===== src/rtl/cbm2_mem_pkg.sv =====
// Shared types for the bus-side memory responder: FSM states, default widths
// and the request record held in each pending slot.
// No logic here; imported by every other file of the block.
package cbm2_mem_pkg;

  localparam int ADDR_W_DEF = 25;
  localparam int DATA_W_DEF = 8;

  typedef enum logic [1:0] {
    IDLE    = 2'd0,
    BUS_ACC = 2'd1,
    DL_ACC  = 2'd2
  } state_t;

  // One pending memory access: address, write flag, write data.
  typedef struct packed {
    logic [ADDR_W_DEF-1:0] addr;
    logic                  we;
    logic [DATA_W_DEF-1:0] data;
  } mem_req_t;

endpackage


===== src/rtl/cbm2_memresp_if.sv =====
// Request/acknowledge external-memory port.
// Level mem_req with address/data held until a one-clk mem_ack.
// The requester may drop mem_req before mem_ack to abandon an access.
interface cbm2_memresp_if
  import cbm2_mem_pkg::*;
#(
  parameter int ADDR_W = ADDR_W_DEF,
  parameter int DATA_W = DATA_W_DEF
);

  logic              mem_req;
  logic [ADDR_W-1:0] mem_addr;
  logic              mem_we;
  logic [DATA_W-1:0] mem_din;
  logic [DATA_W-1:0] mem_dout;
  logic              mem_ack;

  modport master (
    output mem_req, mem_addr, mem_we, mem_din,
    input  mem_dout, mem_ack
  );

  modport slave (
    input  mem_req, mem_addr, mem_we, mem_din,
    output mem_dout, mem_ack
  );

endinterface


===== src/rtl/cbm2_req_slot.sv =====
// Single-entry request holding register with load, clear and overflow report.
// Latency: content and full flag valid the clk after push.
// Push while full either overwrites (OVERWRITE=1) or is dropped; both raise ovf.
module cbm2_req_slot
  import cbm2_mem_pkg::*;
#(
  parameter bit OVERWRITE = 1'b1
) (
  input  logic     clk_sys,
  input  logic     reset,
  input  logic     push,
  input  logic     clear,
  input  mem_req_t din,
  output mem_req_t q,
  output logic     full,
  output logic     ovf
);

  logic take;

  assign take = push & (OVERWRITE | ~full);
  assign ovf  = push & full;

  // A new entry beats a same-cycle clear so a request arriving on the ack clk is kept.
  always_ff @(posedge clk_sys or posedge reset) begin
    if (reset) begin
      q    <= '0;
      full <= 1'b0;
    end else if (take) begin
      q    <= din;
      full <= 1'b1;
    end else if (clear) begin
      full <= 1'b0;
    end
  end

endmodule


===== src/rtl/cbm2_memresp.sv =====
// Bus responder: runs captured bus RAM accesses and download writes on one memory port.
// Latency: cycle_start at N -> mem_req at N+1; with same-clk ack, ram_ready/ramData at N+2.
// Bus slot has priority; a bus re-strobe while pending abandons and reissues the access.
module cbm2_memresp
  import cbm2_mem_pkg::*;
#(
  parameter int ADDR_W = ADDR_W_DEF,
  parameter int DATA_W = DATA_W_DEF
) (
  input  logic              clk_sys,
  input  logic              reset,
  input  logic              cycle_start,
  input  logic              cs_ram,
  input  logic [ADDR_W-1:0] systemAddr,
  input  logic              systemWe,
  input  logic [DATA_W-1:0] cpuDo,
  output logic [DATA_W-1:0] ramData,
  output logic              ram_ready,
  input  logic              dl_wr,
  input  logic [ADDR_W-1:0] dl_addr,
  input  logic [DATA_W-1:0] dl_data,
  output logic              dl_busy,
  output logic              err_ovf,
  cbm2_memresp_if.master    mem
);

  state_t   state, stateNxt;
  mem_req_t busIn, dlIn, busQ, dlQ;
  logic     busPush, busFull, busOvf, busAck;
  logic     dlFull, dlOvf, dlAck;

  assign busPush = cycle_start & cs_ram;
  assign busIn   = '{addr: systemAddr, we: systemWe, data: cpuDo};
  assign dlIn    = '{addr: dl_addr, we: 1'b1, data: dl_data};
  assign busAck  = (state == BUS_ACC) & mem.mem_ack;
  assign dlAck   = (state == DL_ACC) & mem.mem_ack;

  cbm2_req_slot #(.OVERWRITE(1'b1)) busSlot (
    .clk_sys (clk_sys),
    .reset   (reset),
    .push    (busPush),
    .clear   (busAck),
    .din     (busIn),
    .q       (busQ),
    .full    (busFull),
    .ovf     (busOvf)
  );

  cbm2_req_slot #(.OVERWRITE(1'b0)) dlSlot (
    .clk_sys (clk_sys),
    .reset   (reset),
    .push    (dl_wr),
    .clear   (dlAck),
    .din     (dlIn),
    .q       (dlQ),
    .full    (dlFull),
    .ovf     (dlOvf)
  );

  // State register.
  always_ff @(posedge clk_sys or posedge reset) begin
    if (reset) state <= IDLE;
    else       state <= stateNxt;
  end

  // Next state: IDLE also looks at same-clk captures so an access starts the clk after its strobe.
  always_comb begin
    stateNxt = state;
    case (state)
      IDLE: begin
        if (busPush || busFull)    stateNxt = BUS_ACC;
        else if (dl_wr || dlFull)  stateNxt = DL_ACC;
      end
      BUS_ACC: begin
        // A re-strobe replaces the slot; drop mem_req so the new address is issued cleanly.
        if (mem.mem_ack || busPush) stateNxt = IDLE;
      end
      DL_ACC: begin
        if (mem.mem_ack) stateNxt = IDLE;
      end
      default: stateNxt = IDLE;
    endcase
  end

  // Memory port driven straight from state and slot registers, so it is glitch-free and stable.
  always_comb begin
    mem.mem_req  = 1'b0;
    mem.mem_addr = '0;
    mem.mem_we   = 1'b0;
    mem.mem_din  = '0;
    case (state)
      BUS_ACC: begin
        mem.mem_req  = 1'b1;
        mem.mem_addr = busQ.addr;
        mem.mem_we   = busQ.we;
        mem.mem_din  = busQ.data;
      end
      DL_ACC: begin
        mem.mem_req  = 1'b1;
        mem.mem_addr = dlQ.addr;
        mem.mem_we   = dlQ.we;
        mem.mem_din  = dlQ.data;
      end
      default: ;
    endcase
  end

  // Bus result: read data from memory, or echo the written byte.
  always_ff @(posedge clk_sys or posedge reset) begin
    if (reset)       ramData <= '0;
    else if (busAck) ramData <= busQ.we ? busQ.data : mem.mem_dout;
  end

  // Sticky record of any dropped or overwritten request; only reset clears it.
  always_ff @(posedge clk_sys or posedge reset) begin
    if (reset)                err_ovf <= 1'b0;
    else if (busOvf || dlOvf) err_ovf <= 1'b1;
  end

  assign ram_ready = ~busFull;
  assign dl_busy   = dlFull;

endmodule

===== src/flat_wrapper.sv =====
// flat-port wrapper written by rule: the top's interface ports become plain ports
module cbm2_memresp_flat import cbm2_mem_pkg::*;
#(
  parameter int ADDR_W = ADDR_W_DEF,
  parameter int DATA_W = DATA_W_DEF
)
  (clk_sys, reset, cycle_start, cs_ram, systemAddr, systemWe, cpuDo, ramData, ram_ready, dl_wr, dl_addr, dl_data, dl_busy, err_ovf, mem_mem_req, mem_mem_addr, mem_mem_we, mem_mem_din, mem_mem_dout, mem_mem_ack);
  cbm2_memresp_if #(.ADDR_W(ADDR_W), .DATA_W(DATA_W)) mem_i ();
  input  logic clk_sys;
  input  logic reset;
  input  logic cycle_start;
  input  logic cs_ram;
  input  logic [ADDR_W-1:0] systemAddr;
  input  logic systemWe;
  input  logic [DATA_W-1:0] cpuDo;
  output logic [DATA_W-1:0] ramData;
  output logic ram_ready;
  input  logic dl_wr;
  input  logic [ADDR_W-1:0] dl_addr;
  input  logic [DATA_W-1:0] dl_data;
  output logic dl_busy;
  output logic err_ovf;
  output wire logic [$bits(mem_i.mem_req)-1:0] mem_mem_req;
  output wire logic [$bits(mem_i.mem_addr)-1:0] mem_mem_addr;
  output wire logic [$bits(mem_i.mem_we)-1:0] mem_mem_we;
  output wire logic [$bits(mem_i.mem_din)-1:0] mem_mem_din;
  input wire logic [$bits(mem_i.mem_dout)-1:0] mem_mem_dout;
  input wire logic [$bits(mem_i.mem_ack)-1:0] mem_mem_ack;
  assign mem_mem_req = mem_i.mem_req;
  assign mem_mem_addr = mem_i.mem_addr;
  assign mem_mem_we = mem_i.mem_we;
  assign mem_mem_din = mem_i.mem_din;
  assign mem_i.mem_dout = mem_mem_dout;
  assign mem_i.mem_ack = mem_mem_ack;
  cbm2_memresp #(.ADDR_W(ADDR_W), .DATA_W(DATA_W)) u_core (.clk_sys(clk_sys), .reset(reset), .cycle_start(cycle_start), .cs_ram(cs_ram), .systemAddr(systemAddr), .systemWe(systemWe), .cpuDo(cpuDo), .ramData(ramData), .ram_ready(ram_ready), .dl_wr(dl_wr), .dl_addr(dl_addr), .dl_data(dl_data), .dl_busy(dl_busy), .err_ovf(err_ovf), .mem(mem_i));
endmodule

===== config.mk =====
export PLATFORM = sky130hd
export DESIGN_NAME = cbm2_memresp_flat
export DESIGN_NICKNAME = d
export VERILOG_FILES = /design/src/rtl/cbm2_mem_pkg.sv /design/src/rtl/cbm2_memresp_if.sv /design/src/rtl/cbm2_req_slot.sv /design/src/rtl/cbm2_memresp.sv /design/src/flat_wrapper.sv
export SDC_FILE = /design/constraint.sdc
export NUM_CORES = 1
export LEC_CHECK = 0
export CORE_AREA = 2 2 95 97
export CTS_CLUSTER_SIZE = 30
export DETAILED_ROUTE_END_ITERATION = 8
export DIE_AREA = 0 0 97 99
export GPL_ROUTABILITY_DRIVEN = 1
export PLACE_DENSITY = 0.78
export SLEW_MARGIN = 20
export SYNTH_ARGS = -nofsm -noshare
export SYNTH_HDL_FRONTEND = slang
export SYNTH_SLANG_ARGS = --single-unit
export TNS_END_PERCENT = 100

===== constraint.sdc =====
create_clock -name clk_sys -period 3.1 [get_ports clk_sys]
set_input_delay 0.465 -clock clk_sys [delete_from_list [all_inputs] [get_ports clk_sys]]
set_output_delay 0.465 -clock clk_sys [all_outputs]
set_load 0.01 [all_outputs]

==> summary.txt <==
Run status
  • Run status: finished, final reports clean

Route
  • Via count: between 3000 and 4000
  • Post-Route WL: 9720 µm
  • Antenna Violating Nets Remaining: 0
  • Vias per cell: around 5.0
  • Routed len/inst: 16.2 µm
  • DR iter-0 viols: 130
  • DRC Markers: 0
  • Detailed Routing Iterations Pass 1: 4

Clock network
  • Max Buffers Root-to-Sink: 2
  • Root buf cell: clkbuf_8
  • CTS tree: done
  • CTS sink count: 81
  • # Post-CTS Setup Buffers: 0
  • CTS Buf Count: 9
  • Post-CTS Resized: 0
  • Post-CTS Hold Buffers: 0
  • Clock-pin slew on the worst setup and hold paths: ~0.080 ns
  • H-tree levels: 3
  • Clock latency on the worst-skew pair: ~0.35 ns

STA
  • # setup viols final: 0
  • Clock skew: 0.0142 ns
  • Tmin final: between 2 and 3 ns
  • Worst slew pin tran: between 0.7 and 0.8 ns
  • Fmax: 360 MHz
  • Final hold vios: 0
  • RSZ-0062 raised after global routing: no
  • Final cycle utilization of the critical path: about nine tenths
  • Slew margin rel.: between 50% and 60%
  • Max Slew Vio Count: 0
  • Setup TNS: 0 ns
  • Worst hold margin: 0.476 ns

Floorplanning
  • Die height: ~100 µm
  • Initial Util: 45.2%
  • I/O Pins: between 100 and 150
  • Die W: a little under 100 µm
  • Num rows: 34
  • Core Area: between 0.008 and 0.009 mm²
  • Die area: just under 0.01 mm²

Cells and area
  • Fill cell count: roughly 690
  • Number of diodes: 0
  • Layout Nets: approximately 570
  • Share of cells above drive strength 1: 13.5%
  • Util after Layout: around 64%
  • Area Overhead vs Synth: 40.9%

Critical path
  • Worst Setup Path Type: flop to output pin
  • Worst reg-to-reg setup slack: between 1 and 1.5 ns
  • Worst Setup Start Kind: flop
  • Critical Path Fanout Max: 10
  • Worst setup path startpoint: u_core.state[1]
  • CP Data Arrival Time: about 2.3 ns
  • Critical path endpoint category: output pin
  • CP required: 2.63 ns
  • FF-to-FF Start: u_core.state[1]

Placed design
  • Count of input and output buffers: between 100 and 150
  • GP Congestion: between 0.7 and 0.8
  • Hpwl dp: between 6000 and 7000 µm

Pwr
  • Max IR drop VDD: between 0.4 and 0.5 mV
  • Leak pwr: around 0.0024 µW
  • Pwr Density: ~800 mW/mm²

GRT
  • Global Route Usage Sum: a little over a fifth
  • Initial antenna violation count: 0
  • Vias in the first global route: between 3000 and 4000
  • Largest net degree at the start of global routing: 43
  • Gr ovfl total: 0
  • Global-route wire length before repair: 16000 µm

Job
  • Max Cap Violations: 0

Synthesis
  • Synthesized Nets: ~440
  • #FFs+latches synth: 81
  • Synth Warn #: 0
  • Mapped Cells: 360
  • Yosys top cell by area: dfrtp_1
  • Area share of the largest cell type after synthesis: between 50 and 60%
  • Cell Area, Synth: approximately 0.0039 mm²
  • Syn_area_per_cell: between 10 and 15 µm²
  • Ranking of synthesized cells by area: dfrtp_1 52%, mux2_4 11%, nand2_1 10%
  • Synth unique cells: 29
  • Part of the Yosys area used for sequential elements: a little over half

Hold path
  • Worst Hold Class: flop to flop
  • Worst hold start: u_core.busSlot.q[33]
==> report_power, final <==
group | internal [µW] | switching [µW] | leakage, µW
registers | 1410 | 214 | 0.000970
logic | 1140 | 778 | 0.00130
clock network | 420 | 397 | 0.000106
==> sequential cells by signal (all words and copies together) (netlist names) <==
name,cells
u_core.dlSlot.q,34
u_core.ramData,8
u_core.busSlot.q,34
u_core.dlSlot.full,1
u_core.busSlot.full,1
u_core.state,2
u_core.err_ovf,1
==> layout make-up <==
class	count	area (µm²)	share of cell area (%)
Clock buffer	11	151	2.78
Tap cell	108	135	2.48
Timing Repair Buffer	139	1400	25.7
Inverter	4	16.3	0.299
Sequential cell	81	2030	37.2
Clock inverter	5	63.8	1.17
Multi-Input combinational cell	250	1650	30.4
==> per-layer routing <==
| layer | track usage (%) | share of wire, % | vias up |
|---|---|---|---|
| met5 | 0 | 0 | - |
| met4 | 6.72 | 1.3 | 0 |
| met3 | 4.68 | 4.9 | 12 |
| met2 | 32.7 | 48 | 96 |
| met1 | 29.2 | 46 | 1455 |
| li1 | - | - | 1449 |
==> worst paths after layout <==
check                                       end  cells after the start
hold reg to reg            u_core.busSlot.q[33]                      2
setup / recovery               mem_mem_addr[14]                      6
min in group asynchronous  u_core.busSlot.q[21]                      2
setup reg to reg              u_core.ramData[1]                      6
max in group asynchronous   u_core.dlSlot.q[12]                      3
hold / removal             u_core.busSlot.q[33]                      2
==> Yosys cell counts, drive strengths merged <==
cell / number
o221ai: 1
and3: 1
and2: 2
o211ai: 1
a21oi: 9
o21ai: 4
a2bb2oi: 1
nor2b: 35
ha: 3
dfrtp: 81
a31oi: 1
buf: 19
nand2b: 2
mux2: 33
mux2i: 8
or2: 1
inv: 4
or3b: 1
o2bb2ai: 1
nor2: 9
clkbuf: 6
a22oi: 34
nand2: 103
==> stage by stage <==
stage	total power [µW]	cells	setup WS, ns	cell area, µm²
2_1_floorplan	2770	360	0.555	3860
3_3_place_gp	3530	582	0.671	5230
3_5_place_dp	3570	582	0.651	5230
4_1_cts	4400	598	0.269	5440
5_1_grt	4620	598	0.145	5440
6_report	4360	598	0.323	5440
==> placed cells by master (no fill, tap or decap), drive strengths merged <==
cell type / synthesis / layout
a22oi: 34 / 34
or3b: 1 / 1
o2bb2ai: 1 / 1
mux2: 33 / 33
clkbuf: 6 / 11
clkinvlp: 0 / 1
nor2: 9 / 9
or2: 1 / 1
o21ai: 4 / 4
nand2b: 2 / 2
and3: 1 / 1
buf: 19 / 13
a21oi: 9 / 9
clkdlybuf4s50: 0 / 126
a2bb2oi: 1 / 1
nand2: 103 / 103
dfrtp: 81 / 81
o221ai: 1 / 1
nor2b: 35 / 35
and2: 2 / 2
clkinv: 0 / 4
mux2i: 8 / 8
ha: 3 / 3
inv: 4 / 3
a31oi: 1 / 1
bufinv: 0 / 1
o211ai: 1 / 1
==> cell families after synthesis <==
| group | after synthesis | synth area share, % |
|---|---|---|
| DFF | 81 | 52.5 |
| buffers and inverters | 29 | 4.89 |
| muxes | 41 | 14.5 |
| AOI/OAI and AO/OA | 52 | 9.33 |
| and+or+nand+nor | 154 | 17.8 |
| adders and majority gates | 3 | 0.972 |
==> critical path: stages (launching register included) <==
cell and delay [ns]:
dfrtp_1 0.39, inv_1 0.10, ha_1 0.42, buf_4 0.26, a22oi_1 0.10, nor2b_1 0.15
clkdlybuf4s50_1 0.55
No activity file was read; power rests on OpenSTA's default activity.
